[config.mk]
export PLATFORM = sky130hd
export DESIGN_NAME = prog_loader
export DESIGN_NICKNAME = d
export VERILOG_FILES = /design/src/rtl/prog_loader_pkg.sv /design/src/rtl/prog_loader.sv
export SDC_FILE = /design/constraint.sdc
export NUM_CORES = 1
export LEC_CHECK = 0
export ABC_CLOCK_PERIOD_IN_PS = 2750
export CAP_MARGIN = 5
export CORE_UTILIZATION = 45
export CTS_CLUSTER_DIAMETER = 40
export DETAILED_ROUTE_END_ITERATION = 8
export PLACE_DENSITY = 0.8
export SLEW_MARGIN = 20
export SYNTH_ARGS = -nofsm -noshare
export SYNTH_HDL_FRONTEND = slang
export SYNTH_SLANG_ARGS = --single-unit
export TNS_END_PERCENT = 1
[constraint.sdc]
create_clock -name clk -period 2.75 [get_ports clk]
set_clock_uncertainty 0.2 [all_clocks]
set_input_delay 0.6875 -clock clk [delete_from_list [all_inputs] [get_ports clk]]
set_output_delay 0.6875 -clock clk [all_outputs]
set_load 0.005 [all_outputs]
[src/rtl/prog_loader_pkg.sv]
// Shared CPU-side definitions: word width and loader state encoding.
package prog_loader_pkg;
    localparam int WORD_SIZE = 32;
    localparam int COUNT_W   = 16;

    typedef enum logic [1:0] {
        IDLE    = 2'd0,
        COLLECT = 2'd1,
        WRITE   = 2'd2,
        FINISH  = 2'd3
    } state_t;
endpackage

[src/rtl/prog_loader.sv]
// Program loader: packs a big-endian byte stream into words and writes them to memory.
// Latency: one write cycle per 4 accepted bytes; byte_ready is high only while collecting.
module prog_loader
    import prog_loader_pkg::*;
(
    input  logic                 clk,
    input  logic                 rst,
    input  logic                 start,
    input  logic [WORD_SIZE-1:0] base_addr,
    input  logic [COUNT_W-1:0]   word_count,
    input  logic                 byte_valid,
    input  logic [7:0]           byte_data,
    output logic                 byte_ready,
    output logic                 mem_on,
    output logic                 mem_w,
    output logic [WORD_SIZE-1:0] mem_addr,
    output logic [WORD_SIZE-1:0] mem_data_in,
    output logic                 busy,
    output logic                 done
);
    state_t               state_q, state_d;
    logic [WORD_SIZE-1:0] addr_q, addr_d;
    logic [WORD_SIZE-1:0] word_q, word_d;
    logic [WORD_SIZE-1:0] mem_addr_q, mem_addr_d;
    logic [WORD_SIZE-1:0] mem_data_q, mem_data_d;
    logic [COUNT_W-1:0]   remaining_q, remaining_d;
    logic [1:0]           idx_q, idx_d;
    logic                 byte_fire;

    assign byte_ready  = (state_q == COLLECT);
    assign byte_fire   = byte_valid & byte_ready;
    assign mem_on      = (state_q == WRITE);
    assign mem_w       = (state_q == WRITE);
    assign mem_addr    = mem_addr_q;
    assign mem_data_in = mem_data_q;
    assign busy        = (state_q == COLLECT) || (state_q == WRITE);
    assign done        = (state_q == FINISH);

    always_comb begin
        state_d     = state_q;
        addr_d      = addr_q;
        word_d      = word_q;
        mem_addr_d  = mem_addr_q;
        mem_data_d  = mem_data_q;
        remaining_d = remaining_q;
        idx_d       = idx_q;
        case (state_q)
            IDLE: begin
                if (start) begin
                    addr_d      = base_addr;
                    remaining_d = word_count;
                    idx_d       = 2'd0;
                    word_d      = '0;
                    state_d     = (word_count == '0) ? FINISH : COLLECT;
                end
            end
            COLLECT: begin
                if (byte_fire) begin
                    // ~idx maps byte 0 to lane 3, so the first byte lands in [31:24]
                    word_d[{~idx_q, 3'b000} +: 8] = byte_data;
                    idx_d = idx_q + 2'd1;
                    if (idx_q == 2'd3) begin
                        mem_addr_d = addr_q;
                        mem_data_d = word_d;
                        state_d    = WRITE;
                    end
                end
            end
            WRITE: begin
                addr_d      = addr_q + 32'd1;
                remaining_d = remaining_q - 16'd1;
                idx_d       = 2'd0;
                state_d     = (remaining_q == 16'd1) ? FINISH : COLLECT;
            end
            FINISH: begin
                state_d = IDLE;
            end
            default: begin
                state_d = IDLE;
            end
        endcase
    end

    always_ff @(posedge clk) begin
        if (rst) begin
            state_q     <= IDLE;
            addr_q      <= '0;
            word_q      <= '0;
            mem_addr_q  <= '0;
            mem_data_q  <= '0;
            remaining_q <= '0;
            idx_q       <= '0;
        end else begin
            state_q     <= state_d;
            addr_q      <= addr_d;
            word_q      <= word_d;
            mem_addr_q  <= mem_addr_d;
            mem_data_q  <= mem_data_d;
            remaining_q <= remaining_d;
            idx_q       <= idx_d;
        end
    end
endmodule

Word-level counts from Yosys, hierarchy flattened
Index checks and enable logic that the tools add are counted.
- add/sub/neg operators: 4
- equality and inequality tests: 8
- shift operators: 2
- mux-type cells: 17
- bitwise operators: 2
- reductions and logical operators: 11
- operators by type and width (kind ; number):
    case mux 32 bit (2 select lines) ; 2
    2-to-1 mux 32 bit ; 3
    adder 32 x 1 -> 32 bit, second input constant ; 1
    bitwise mux 32 bit ; 1
    case mux 16 bit (2 select lines) ; 1
    variable shift 8 x 7 -> 32 bit, first input constant ; 1
    indexed part select 8 x 7 -> 32 bit ; 1
    == test 16 x 1 -> 1 bit, second input constant ; 1
    logical NOT 16 bit ; 1
    2-to-1 mux 16 bit ; 1
    subtractor 16 x 1 -> 16 bit, second input constant ; 1
    2-to-1 mux 2 bit ; 7
    AND reduction 3 bit ; 4
    case mux 2 bit (4 select lines) ; 1
    negation 5 -> 7 bit ; 1
    == test 2 bit, second input constant ; 3
    case mux 2 bit (3 select lines) ; 1
    != test 2 x 1 -> 1 bit, second input constant ; 2
    nonzero test 2 bit ; 2
    nonzero test 3 bit ; 1
    adder 2 x 1 -> 2 bit, second input constant ; 1
    == test 2 x 1 -> 1 bit, second input constant ; 1
    logical NOT 2 bit ; 1
    != test 2 bit, second input constant ; 1
    other kinds (4) ; 4
- bits in registers: 148
- bits of input ports: 60
- output and inout port bits: 69
- logic and storage cells: 51

Logic depth before layout (Yosys ltp)
- depth after elaboration: 6
- gate-level depth with buffers: 9
- mapped depth without buffers: 7

Least setup slack after synthesis
Ideal clock, no wire load.
- path kind: register -> register
- start: register idx_q[0]
- end: register word_q[24]
- setup time: 0.065 ns
- arrival time: 1.930 ns
- data required time: 2.485 ns
- path slack: 0.555 ns
- stages on the path, launching flop included: 7
- buffers on the path: 0
- clock period less this slack: 2.195 ns
- cell sequence: dfxtp_1 -> inv_1 -> ha_1 -> nor4_1 -> a22o_1 -> a22oi_1 -> nor2_1
- cells in the longest elaborated chain, start to end: 6
- elaborated cells on any way between the ends: 7
- those cells by class: add/sub: 1; shift: 2; mux: 3; bitwise: 1
- RTL lines (item ; RTL line ; RTL):
    from (decl) ; prog_loader.sv:27 ; logic [1:0] idx_q, idx_d;
    from (signal assigned) ; prog_loader.sv:100 ; idx_q <= idx_d;
    NOT 2 bit * ; prog_loader.sv:60 ; word_d[{~idx_q, 3'b000} +: 8] = byte_data;
    negation 5 -> 7 bit * ; prog_loader.sv:60 ;
    indexed part select 8 x 7 -> 32 bit or variable shift 8 x 7 -> 32 bit (tied branches) ; prog_loader.sv:60 ;
    bitwise mux 32 bit * ; prog_loader.sv:60 ;
    2-to-1 mux 32 bit * ; prog_loader.sv:58 ; if (byte_fire) begin
    case mux 32 bit (2 select lines) * ; prog_loader.sv:47 ; case (state_q)
    to (signal assigned) ; prog_loader.sv:96 ; word_q <= word_d;
    to (decl) ; prog_loader.sv:23 ; logic [WORD_SIZE-1:0] word_q, word_d;
Every way passes the cells marked *; elsewhere a longest branch is shown, timed or not. The select of a mux whose other input is x is not followed.
A chain may end at the register's enable or synchronous reset.

Worst setup path in the final report
- start: register state_q[1]
- end: output busy
- cells in the longest elaborated chain, start to end: 2
- elaborated cells on any way between the ends: 3
- those cells by class: eq/ne: 2; reduce/logical: 1
- RTL lines (item ; RTL line ; RTL):
    from (decl) ; prog_loader.sv:21 ; state_t state_q, state_d;
    from (signal assigned) ; prog_loader.sv:94 ; state_q <= state_d;
    == test 2 x 1 -> 1 bit or == test 2 bit (tied branches) ; prog_loader.sv:36 ; assign busy = (state_q == COLLECT) || (state_q == WRITE);
    logical OR 1 bit * ; prog_loader.sv:36 ;
    to (decl) ; prog_loader.sv:18 ; output logic busy,
Every way passes the cells marked *; elsewhere a longest branch is shown, timed or not.

==> summary.txt <==
Logic synthesis
  • Top FF cell, synth: dfxtp_1
  • Syn_nets: between 900 and 1k
  • Synth Area in Simple Gates: 28.2%
  • Leading post-synthesis cells by cell area: dfxtp_1, nor2_1, nand2_1
  • Share of flip-flops with an asynchronous set or reset: 0%
  • Post-Synth XOR/XNOR Area: less than 1%
  • Post-synthesis adder-cell area fraction: between 2 and 2.5%
  • Mean Syn Cell Area: 7.90 µm²
  • Post-synth top area share: 41.8%
  • Yosys warnings: 0
  • Post-synthesis mux area share: under 10%
  • Yosys top cell by area: dfxtp_1
  • Netlist Area Pre-Place: 7080 µm²
  • Yosys cell types: 69
  • Largest family of logic cells by synthesized area: simple AND/OR/NAND/NOR gates
  • Seq cells post-synth: approximately 150
  • Post-synthesis sequential area ratio: about two fifths
  • Syn Inst Count: around 900
  • Compound-Gate Fraction of Synth Area: just over 20%
  • Post-synth EDFFs: 0

Critical path
  • CP required: 1.86 ns
  • Critical Path End Type: output pin
  • CP peak stage delay: 0.50 ns
  • Worst R2R Setup Slack: 0.17 ns
  • Bufs and invs on worst path: 2
  • RR Startpoint: addr_q[0]
  • Crit Path Class: flop to output pin
  • Worst EP arrival: between 1.5 and 2 ns
  • CP max FO: 4
  • Crit path cell chain: inv_1, ha_1, clkdlybuf4s50_1
  • RR Endpoint: addr_q[23]
  • Crit path max-delay cell type: clkdlybuf4s50_1
  • Critical path startpoint category: flop
  • Delay-heaviest family, CP: buffers and inverters
  • R2R cell count: 6

Die
  • Core Region: 15,300 µm²
  • Starting Density: 46.4%
  • # rows: 45
  • Die Area: roughly 16,000 µm²
  • Die H: 127 µm
  • # IOs: 129
  • Die W: about 130 µm

CTS
  • Root buffer cell: clkbuf_16
  • Cts hold-fix bufs: 0
  • CTS H-Tree Depth: 4
  • Postcts setup bufs: 0
  • Maximum buffer depth of the clock tree: 2
  • CTS tree: built
  • Post-CTS Resized: 0
  • Clock buffer count from CTS: 17
  • Clock sink count: around 150
  • Clock-pin slew on the worst setup and hold paths: roughly 0.060 ns
  • Clk_lat worst skew: 0.43 ns

Timing
  • Fin crit period: 2.65 ns
  • Fmax: 0.377 GHz
  • Max Transition Viols Final: 0
  • Relative max-transition margin: 51.2%
  • Worst-margin pin slew: ~0.72 ns
  • Setup tns final: 0 ns
  • RSZ-0062 raised after global routing: no
  • Final hold violation count: 0
  • Final period util: between 90% and 100%
  • Setup violations, final: 0

Route
  • DRC viols: 0
  • DRT iter0 DRCs: 721
  • Post-route ant nets: 0
  • First drt pass iteration count: 5
  • DR vias/cell: 5.83
  • Detailed-route via count: 7,180
  • Wire per inst: between 15 and 20 µm
  • Wirelength, routed: 20.5 mm

Layout
  • Nets@finish: 1,080
  • Most frequent cells in the layout: dfxtp_1, clkdlybuf4s50_1, nor2_1
  • P&R area growth vs syn: 30.1%
  • Util after Layout: 60.4%
  • Fill count: 1,342
  • Layout cell share with drive strength beyond 1: 8.43%
  • N_diodes: 0
  • Commonest non-fill, non-tap cell in the layout: dfxtp_1
  • FF/Latch Area: 2960 µm²
  • Multi-input logic area: 3730 µm²

Global routing
  • First-pass GRT wire length: 32.7 mm
  • Largest net degree at the start of global routing: 95
  • Total gr overflow: 0
  • Vias in the first global route: approximately 6.5k
  • Tot GR Track Use: 25.5%
  • Antenna violations before repair: 0

Power and ir drop
  • Peak supply drop: 0.000492 V
  • Pleak: 3.23 nW
  • Pwr per Cell Area: just under 800 nW/µm²

Placement
  • Post-detail-place hpwl: 14.1 mm
  • GP Congestion: roughly 0.95
  • # port buffers: 128

Hold path
  • Worst hold stages: 2
  • HP Start: mem_addr[8]
  • Worst Hold Class: flop to flop
  • Worst Hold End: mem_addr[8]

Status
  • Status: finished clean

Job
  • Max-cap violations: 0
-- cells by family after synthesis --
logic type,Yosys count
mux,9
fa+ha+maj,12
flops,148
compound gates,224
buf+inv,91
simple gates,411
xor+xnor,1
-- worst max path at each step --
stage               startpoint    endpoint  slack [ns]  cells past startpoint
finish              state_q[1]        busy         0.1                      3
global route        state_q[1]        busy       0.008                      3
global placement         start  addr_q[13]        0.18                      6
detailed placement       start  addr_q[13]        0.15                      6
CTS                 state_q[0]      mem_on        0.02                      3
floorplan             idx_q[0]  word_q[24]        0.56                      6
-- where the power goes --
group	leakage [nW]	internal, mW	switching, mW	total, mW
clock	0.287	1.40	0.898	2.30
sequential	1.20	2.41	0.385	2.80
combinational	1.74	0.913	1.25	2.16
total	3.23	4.73	2.53	7.26
-- final cells by class --
class                      count  share of cell area [%]
tap                          211                    2.87
inverter                      20                   0.815
multi-input combinational    657                    40.5
timing repair buffer         164                    17.4
sequential                   148                    32.2
clock buffer                  23                    5.19
clock inverter                 8                    1.10
-- metal layers --
layer	GRT usage, %	share of wire [%]	vias to the layer above
met5	0	0	-
met4	9.94	2.4	0
met3	6.07	7.5	39
li1	-	-	3449
met1	34.0	45	3414
met2	39.9	46	278
-- metrics by stage --
step / hold slack, ns / total power, mW / cells / worst slack [ns] / area [µm²]
3_5_place_dp: 0.246 / 4.92 / 1200 / 0.148 / 8620
2_1_floorplan: 0.246 / 4.17 / 896 / 0.555 / 7080
4_1_cts: 0.254 / 7.21 / 1231 / 0.0172 / 9200
3_3_place_gp: 0.239 / 4.90 / 1200 / 0.175 / 8620
6_report: 0.251 / 7.26 / 1231 / 0.0950 / 9210
5_1_grt: 0.274 / 7.60 / 1231 / 0.00831 / 9210
-- flip-flops by register name (all words and copies together), names as in the netlist --
name,flops
addr_q,32
mem_addr,32
mem_data_in,32
state_q,2
remaining_q,16
idx_q,2
word_q,32
-- synthesized netlist by cell type, drive strengths merged (4+ instances only) --
| cell | n |
|---|---|
| buf | 8 |
| nor2 | 118 |
| and2 | 4 |
| and3 | 17 |
| nand2b | 4 |
| nand4 | 13 |
| inv | 17 |
| a311oi | 4 |
| nand3b | 11 |
| ha | 12 |
| a22oi | 38 |
| nor3 | 45 |
| nand3 | 28 |
| clkbuf | 63 |
| o211ai | 4 |
| dfxtp | 148 |
| nand2 | 117 |
| nor4 | 20 |
| or4 | 6 |
| a22o | 24 |
| mux2i | 5 |
| nor2b | 6 |
| o22ai | 6 |
| and4 | 7 |
| a211oi | 6 |
| a31oi | 11 |
| a21oi | 86 |
| mux2 | 4 |
| o21ai | 21 |
-- worst min-delay path, cell delays in order (launching register included) --
cell     delay, ns
dfxtp_1       0.30
nand2_1       0.05
a21oi_1       0.05
(Power assumes the default switching activity.)
